--- src/rtl/alu_mc.sv ---
// Multi-cycle ALU execute unit with valid/ready handshakes on both sides.
// Define ALU_MC_SHIFT_EN to build the iterative 1-bit-per-cycle shifter (SHIFT state).
module alu_mc #(
    parameter int unsigned WIDTH = 32,
    parameter int unsigned SHW   = 5
) (
    input  logic             clk,
    input  logic             rst,
    input  logic             in_valid,
    output logic             in_ready,
    input  logic [2:0]       alucontrol,
    input  logic [WIDTH-1:0] a,
    input  logic [WIDTH-1:0] b,
    input  logic [SHW-1:0]   shamt,
    output logic             out_valid,
    input  logic             out_ready,
    output logic [WIDTH-1:0] result,
    output logic             zero,
    output logic             overflow
);

    localparam logic [1:0] IDLE  = 2'd0;
    localparam logic [1:0] DONE  = 2'd2;
`ifdef ALU_MC_SHIFT_EN
    localparam logic [1:0] SHIFT = 2'd1;
`endif

    localparam logic [2:0] OP_AND = 3'b000;
    localparam logic [2:0] OP_OR  = 3'b001;
    localparam logic [2:0] OP_ADD = 3'b010;
    localparam logic [2:0] OP_SLL = 3'b011;
    localparam logic [2:0] OP_SRL = 3'b100;
    localparam logic [2:0] OP_SUB = 3'b110;
    localparam logic [2:0] OP_SLT = 3'b111;

    logic [1:0]       state, state_next;
    logic [WIDTH-1:0] result_next;
    logic             zero_next, overflow_next;
    logic             in_ready_next, out_valid_next;
    logic [WIDTH-1:0] sum, diff;

`ifdef ALU_MC_SHIFT_EN
    logic [WIDTH-1:0] shreg, shreg_next;
    logic [SHW-1:0]   cnt, cnt_next;
    logic [2:0]       dir, dir_next;
`else
    logic unused_shamt;
    assign unused_shamt = ^shamt;
`endif

    // State and registered outputs
    always_ff @(posedge clk or posedge rst) begin
        if (rst) begin
            state     <= IDLE;
            result    <= '0;
            zero      <= 1'b0;
            overflow  <= 1'b0;
            in_ready  <= 1'b1;
            out_valid <= 1'b0;
`ifdef ALU_MC_SHIFT_EN
            shreg     <= '0;
            cnt       <= '0;
            dir       <= '0;
`endif
        end else begin
            state     <= state_next;
            result    <= result_next;
            zero      <= zero_next;
            overflow  <= overflow_next;
            in_ready  <= in_ready_next;
            out_valid <= out_valid_next;
`ifdef ALU_MC_SHIFT_EN
            shreg     <= shreg_next;
            cnt       <= cnt_next;
            dir       <= dir_next;
`endif
        end
    end

    // Next-state, datapath and output logic
    always_comb begin
        state_next     = state;
        result_next    = result;
        zero_next      = zero;
        overflow_next  = overflow;
        in_ready_next  = in_ready;
        out_valid_next = out_valid;
        sum            = a + b;
        diff           = a - b;
`ifdef ALU_MC_SHIFT_EN
        shreg_next     = shreg;
        cnt_next       = cnt;
        dir_next       = dir;
`endif
        case (state)
            IDLE: begin
                if (in_valid) begin
                    state_next     = DONE;
                    in_ready_next  = 1'b0;
                    out_valid_next = 1'b1;
                    overflow_next  = 1'b0;
                    case (alucontrol)
                        OP_AND: result_next = a & b;
                        OP_OR:  result_next = a | b;
                        OP_ADD: begin
                            result_next   = sum;
                            overflow_next = (a[WIDTH-1] == b[WIDTH-1]) && (sum[WIDTH-1] != a[WIDTH-1]);
                        end
                        OP_SUB: begin
                            result_next   = diff;
                            overflow_next = (a[WIDTH-1] != b[WIDTH-1]) && (diff[WIDTH-1] != a[WIDTH-1]);
                        end
                        OP_SLT: result_next = WIDTH'($signed(a) < $signed(b));
                        default: begin
`ifdef ALU_MC_SHIFT_EN
                            result_next = b;
                            if (shamt != '0) begin
                                shreg_next     = b;
                                cnt_next       = shamt;
                                dir_next       = alucontrol;
                                state_next     = SHIFT;
                                out_valid_next = 1'b0;
                            end
`else
                            result_next = '0;
`endif
                        end
                    endcase
                    zero_next = (result_next == '0);
                end
            end
`ifdef ALU_MC_SHIFT_EN
            // One bit per cycle; the result is committed once the count is exhausted
            SHIFT: begin
                if (cnt == '0) begin
                    result_next    = shreg;
                    zero_next      = (shreg == '0);
                    state_next     = DONE;
                    out_valid_next = 1'b1;
                end else begin
                    cnt_next = cnt - SHW'(1);
                    case (dir)
                        OP_SLL:  shreg_next = {shreg[WIDTH-2:0], 1'b0};
                        OP_SRL:  shreg_next = {1'b0, shreg[WIDTH-1:1]};
                        default: shreg_next = {shreg[WIDTH-1], shreg[WIDTH-1:1]};
                    endcase
                end
            end
`endif
            DONE: begin
                if (out_ready) begin
                    state_next     = IDLE;
                    in_ready_next  = 1'b1;
                    out_valid_next = 1'b0;
                end
            end
            default: begin
                state_next     = IDLE;
                in_ready_next  = 1'b1;
                out_valid_next = 1'b0;
            end
        endcase
    end

endmodule
--- config.mk ---
export PLATFORM = sky130hd
export DESIGN_NAME = alu_mc
export DESIGN_NICKNAME = d
export VERILOG_FILES = /design/src/rtl/alu_mc.sv
export SDC_FILE = /design/constraint.sdc
export NUM_CORES = 1
export LEC_CHECK = 0
export BUFFER_PORTS_ARGS = -buffer_cell sky130_fd_sc_hd__buf_2
export CORE_MARGIN = 1.5
export CORE_UTILIZATION = 56
export DETAILED_ROUTE_END_ITERATION = 7
export PLACE_DENSITY = 0.84
export SETUP_SLACK_MARGIN = 0.05
export SYNTH_ARGS = -nofsm -noshare
export SYNTH_HDL_FRONTEND = slang
export SYNTH_SLANG_ARGS = --single-unit
--- constraint.sdc ---
create_clock -name clk -period 1.9 [get_ports clk]
set_input_delay 0.19 -clock clk [delete_from_list [all_inputs] [get_ports clk]]
set_output_delay 0.19 -clock clk [all_outputs]
set_load 0.02 [all_outputs]
==> results.json, run 1 <==
{
  "place_congestion": 1.074,
  "stop_stage": "global routing (5_1_grt)",
  "synth_cell_types": 77,
  "numPortBuffers": 106,
  "grt_max_degree": 37,
  "synth_enable_flop_cells": 0,
  "first_global_vias": 12680,
  "synthFlopType": "dfrtp_1",
  "synth-seq-area-share_pct": 14.11,
  "dp_slack_ns": -2.079,
  "cts-root-buf": "clkbuf_16",
  "rows": 38,
  "start_util_pct": 58.20,
  "synth-seq-cells": 36,
  "die_h_um": 109.8,
  "place_inst": 1430,
  "synth_area_um2": 6392,
  "overflow": 338,
  "yosysWarningCount": 0,
  "grt_first_pass_wirelength_um": 75920,
  "firstError": "[ERROR GRT-0116] Global routing finished with congestion. Check the congestion regions in the DRC Viewer.",
  "ios": 112,
  "h-tree-depth": 2,
  "run_status": "aborted with a tool error",
  "place_area_um2": 9413,
  "die_w_um": 109.8,
  "avgSynthCellArea_um2": 7.009,
  "cts_made_buffers": 5,
  "cts_buffer_depth": 2,
  "cts_sinks": 36,
  "grt_util_all_layers_pct": 85.48,
  "syn_inst": 912,
  "syn-num-nets": 1088,
  "dp_hpwl_um": 22210,
  "async_flop_share_pct": 100.0
}
[stage by stage]
stage          TNS, ns  hold slack, ns
2_1_floorplan   -20.17          0.2530
3_3_place_gp    -35.44          0.3021
3_5_place_dp    -39.93          0.3197
4_1_cts         -25.80         0.02209
[synth_stat cells, types with 8 or more instances]
| cell | count | area (µm²) |
|---|---|---|
| ha_1 | 98 | 1226 |
| inv_1 | 98 | 367.9 |
| nand2_1 | 95 | 356.6 |
| a21oi_1 | 93 | 465.5 |
| nor2_1 | 79 | 296.5 |
| o21ai_0 | 68 | 340.3 |
| clkbuf_1 | 44 | 165.2 |
| dfrtp_1 | 35 | 875.8 |
| xnor2_1 | 24 | 210.2 |
| nor3_1 | 15 | 75.07 |
| a31oi_1 | 14 | 87.58 |
| a21o_1 | 13 | 97.59 |
| o22ai_1 | 13 | 81.33 |
| nand3_1 | 11 | 55.05 |
| nor2b_1 | 11 | 68.82 |
| o211ai_1 | 11 | 82.58 |
| o21bai_1 | 10 | 75.07 |
| a211oi_1 | 9 | 67.56 |
| nand4_1 | 9 | 56.30 |
| nor4_1 | 9 | 56.30 |
| a221oi_1 | 8 | 70.07 |
[logic make-up after synthesis]
group | count (synthesis) | share of synthesized area, %
AOI/OAI and AO/OA | 304 | 30.63
muxes | 7 | 1.135
DFF | 36 | 14.11
and+or+nand+nor | 285 | 21.33
xor gates and xnor gates | 27 | 3.699
adders and majority gates | 100 | 19.81
buffers and inverters | 153 | 9.277
[routing by layer]
metal	GRT usage (%)	GRT overflow
met5	32.59	1
met4	104.3	143
met3	69.41	8
met2	103.2	183
met1	77.83	3
[repair_timing]
item / CTS
hold buffers: 0
gates resized for setup: 147
endpoints found under the setup margin: 32
buffers inserted: 28
pin swaps: 68
==> run 2: changes to the inputs <==
- CORE_UTILIZATION: 56 -> 40
- PLACE_DENSITY: 0.84 -> unset
- PLACE_DENSITY_LB_ADDON: unset -> 0.15
- SETUP_SLACK_MARGIN: 0.05 -> unset
==> results.json, run 2 <==
{
  "run_status": "finished with violations",
  "violations": "negative setup slack",
  "fill_cells": 1406,
  "wl_per_cell_um": 16.57,
  "postCtsHoldBufs": 0,
  "core_area_um2": 15770,
  "slew_headroom_pct": 62.83,
  "die_w_um": 129.4,
  "ys_top_cells_by_area": "ha_1 19%, dfrtp_1 14%, a21oi_1 7.3%, inv_1 5.8%, nand2_1 5.6%",
  "avgSynthCellArea_um2": 7.009,
  "p_leak_nw": 5.322,
  "h-tree-depth": 2,
  "syn_to_final_growth_pct": 66.18,
  "cpLargestDelayFamily": "simple AND/OR/NAND/NOR gates",
  "synth-seq-cells": 36,
  "setup-violations-final": 30,
  "numPortBuffers": 106,
  "start_kind": "input port",
  "fmax_mhz": 287.1,
  "holdCritPathClass": "in -> async",
  "setup_slack_ns": -1.583,
  "ios": 112,
  "dr.pass1.iters": 7,
  "synth_top_cells_by_count": "98 x ha_1, 98 x inv_1, 95 x nand2_1",
  "via_per_inst": 5.412,
  "crit_chain": "buf_12 -> inv_12 -> ha_4 -> fa_2 -> o21ba_4 -> or4_4 -> a21oi_2 -> o41ai_2 -> a31oi_2 -> xnor2_2 -> a211o_1 -> or4_1 -> or4_1 -> nand3b_1 -> nor3_2 -> a32o_1",
  "rsz0062_at_grt": "yes",
  "drv_slew": 0,
  "remaining_drc_errors": 0,
  "synthFlopType": "dfrtp_1",
  "crit_top_cell": "or4_1",
  "final_nets": 1494,
  "layout_commonest_cell": "buf_4",
  "rr_worst_depth": 4,
  "synth_area_um2": 6392,
  "antenna_left": 0,
  "drive_gt1_share_pct": 45.64,
  "grt_first_pass_wirelength_um": 39750,
  "grt_antenna_before_repair": 0,
  "worstMarginPinSlew_ns": 0.5420,
  "first_global_vias": 7854,
  "path_max_fanout": 3,
  "overflow": 0,
  "synth_enable_flop_cells": 0,
  "wirelength_um": 25440,
  "grt_max_degree": 37,
  "rr_startpoint": "out_valid",
  "rows": 46,
  "fin_hold_ws_ns": 0.01852,
  "fin_crit_sh_pct": 183.3,
  "irDropWorstVdd_uv": 401.9,
  "final_cell_mix": "336 x buf_4, 102 x buf_2, 91 x inv_1",
  "largest-register": "result",
  "n_antenna_cell": 0,
  "yosysWarningCount": 0,
  "crit_arrival_ns": 3.70,
  "fin_crit_ns": 3.483,
  "hold_violations": 0,
  "clk_latency_ns": 0.28,
  "place_congestion": 0.9699,
  "dp_slack_ns": -2.016,
  "place_area_um2": 9550,
  "largest_register_ffs": 32,
  "dp_hpwl_um": 20340,
  "cts_made_buffers": 5,
  "p_total_w": 0.005372,
  "start_util_pct": 40.53,
  "die_h_um": 129.4,
  "clock_skew_ns": 0.006456,
  "drv_cap": 0,
  "power.density_nw_per_um2": 505.7,
  "path_class": "in -> reg",
  "cts_sinks": 36,
  "synth-seq-area-share_pct": 14.11,
  "cts_tree": "built",
  "final_area_um2": 10620,
  "layout.cells.non_filler": 1535,
  "r2r_end": "result[2]",
  "cts_buffer_depth": 2,
  "critPathRequiredTime_ns": 2.12,
  "yosysTopAreaCell": "ha_1",
  "clk_pin_slew_ns": 0.06,
  "async_flop_share_pct": 100.0,
  "synth_cell_types": 77,
  "yosys.area.top_type_share_pct": 19.18,
  "dr_total_vias": 8307,
  "dieArea_um2": 16750,
  "r2r_slack_ns": 0.55,
  "syn_inst": 912,
  "path_buf_inv": 2,
  "cts-root-buf": "clkbuf_16",
  "cp_slowest_cell": "or4_1",
  "cp-end-kind": "flop",
  "grt_util_all_layers_pct": 29.81,
  "syn-num-nets": 1088,
  "drt_iter0_drc": 664,
  "slowest_delay_ns": 0.48,
  "place_inst": 1511
}
-- run 2: cell counts after synthesis --
No cell type changed its count.
-- run 2: what timing repair did --
| action | 4_1_cts | 5_1_grt |
|---|---|---|
| buffers inserted | 16 | 6 |
| endpoints found under the setup margin | 30 | 31 |
| gates resized for setup | 115 | 63 |
| pin swaps | 52 | 47 |
-- run 2: metrics by stage --
step	setup TNS, ns	util (%)
global route	-27.53	67.36
CTS	-23.15	65.37
finish	-24.30	67.36
global placement	-37.77	60.56
detailed placement	-38.68	60.56
floorplan	-20.70	-
-- run 2: cell type report --
type | instances | area (µm²) | area share [%]
clock inverter | 2 | 35.03 | 0.3298
inverter | 99 | 389.1 | 3.663
timing repair buffer | 453 | 3223 | 30.34
clock buffer | 6 | 128.9 | 1.213
sequential | 36 | 902.1 | 8.492
multi-input combinational | 723 | 5674 | 53.42
tap | 216 | 270.3 | 2.544
-- run 2: logic make-up after synthesis --
group           synth area share, %
simple gates                  21.33
fa+ha+maj                     19.81
flops                         14.11
compound gates                30.63
buf+inv                       9.277
xor+xnor                      3.699
mux                           1.135
-- run 2: tightest hold or removal path, cell delays in order --
cell and delay, ns:
buf_2 0.10, inv_1 0.04, buf_4 0.40
-- run 2: metal layers --
| layer | track usage [%] | share of wire, % | wire length [µm] | vias up |
|---|---|---|---|---|
| li1 | - | - | - | 4037 |
| met4 | 6.732 | 2.2 | 547 | 0 |
| met2 | 48.78 | 45 | 11490 | 329 |
| met1 | 41.80 | 45 | 11530 | 3894 |
| met5 | 0 | 0 | 0 | - |
| met3 | 3.922 | 7.3 | 1868 | 47 |
-- run 2: worst max-delay path by stage --
stage                     start  endpoint  cells past startpoint
after detailed placement   a[0]      zero                     16
after global placement     a[0]      zero                     16
after floorplan            a[0]      zero                     15
after CTS                  a[0]      zero                     16
after global routing       a[0]      zero                     16
final                      a[0]      zero                     16
-- run 2: power breakdown --
part | total, W | switching (W) | internal (W)
clock network | 0.000921 | 0.000305 | 0.000617
logic | 0.00342 | 0.00182 | 0.00160
registers | 0.00103 | 0.000106 | 0.000928
total | 0.00537 | 0.00223 | 0.00314
(Power assumes the default switching activity.)
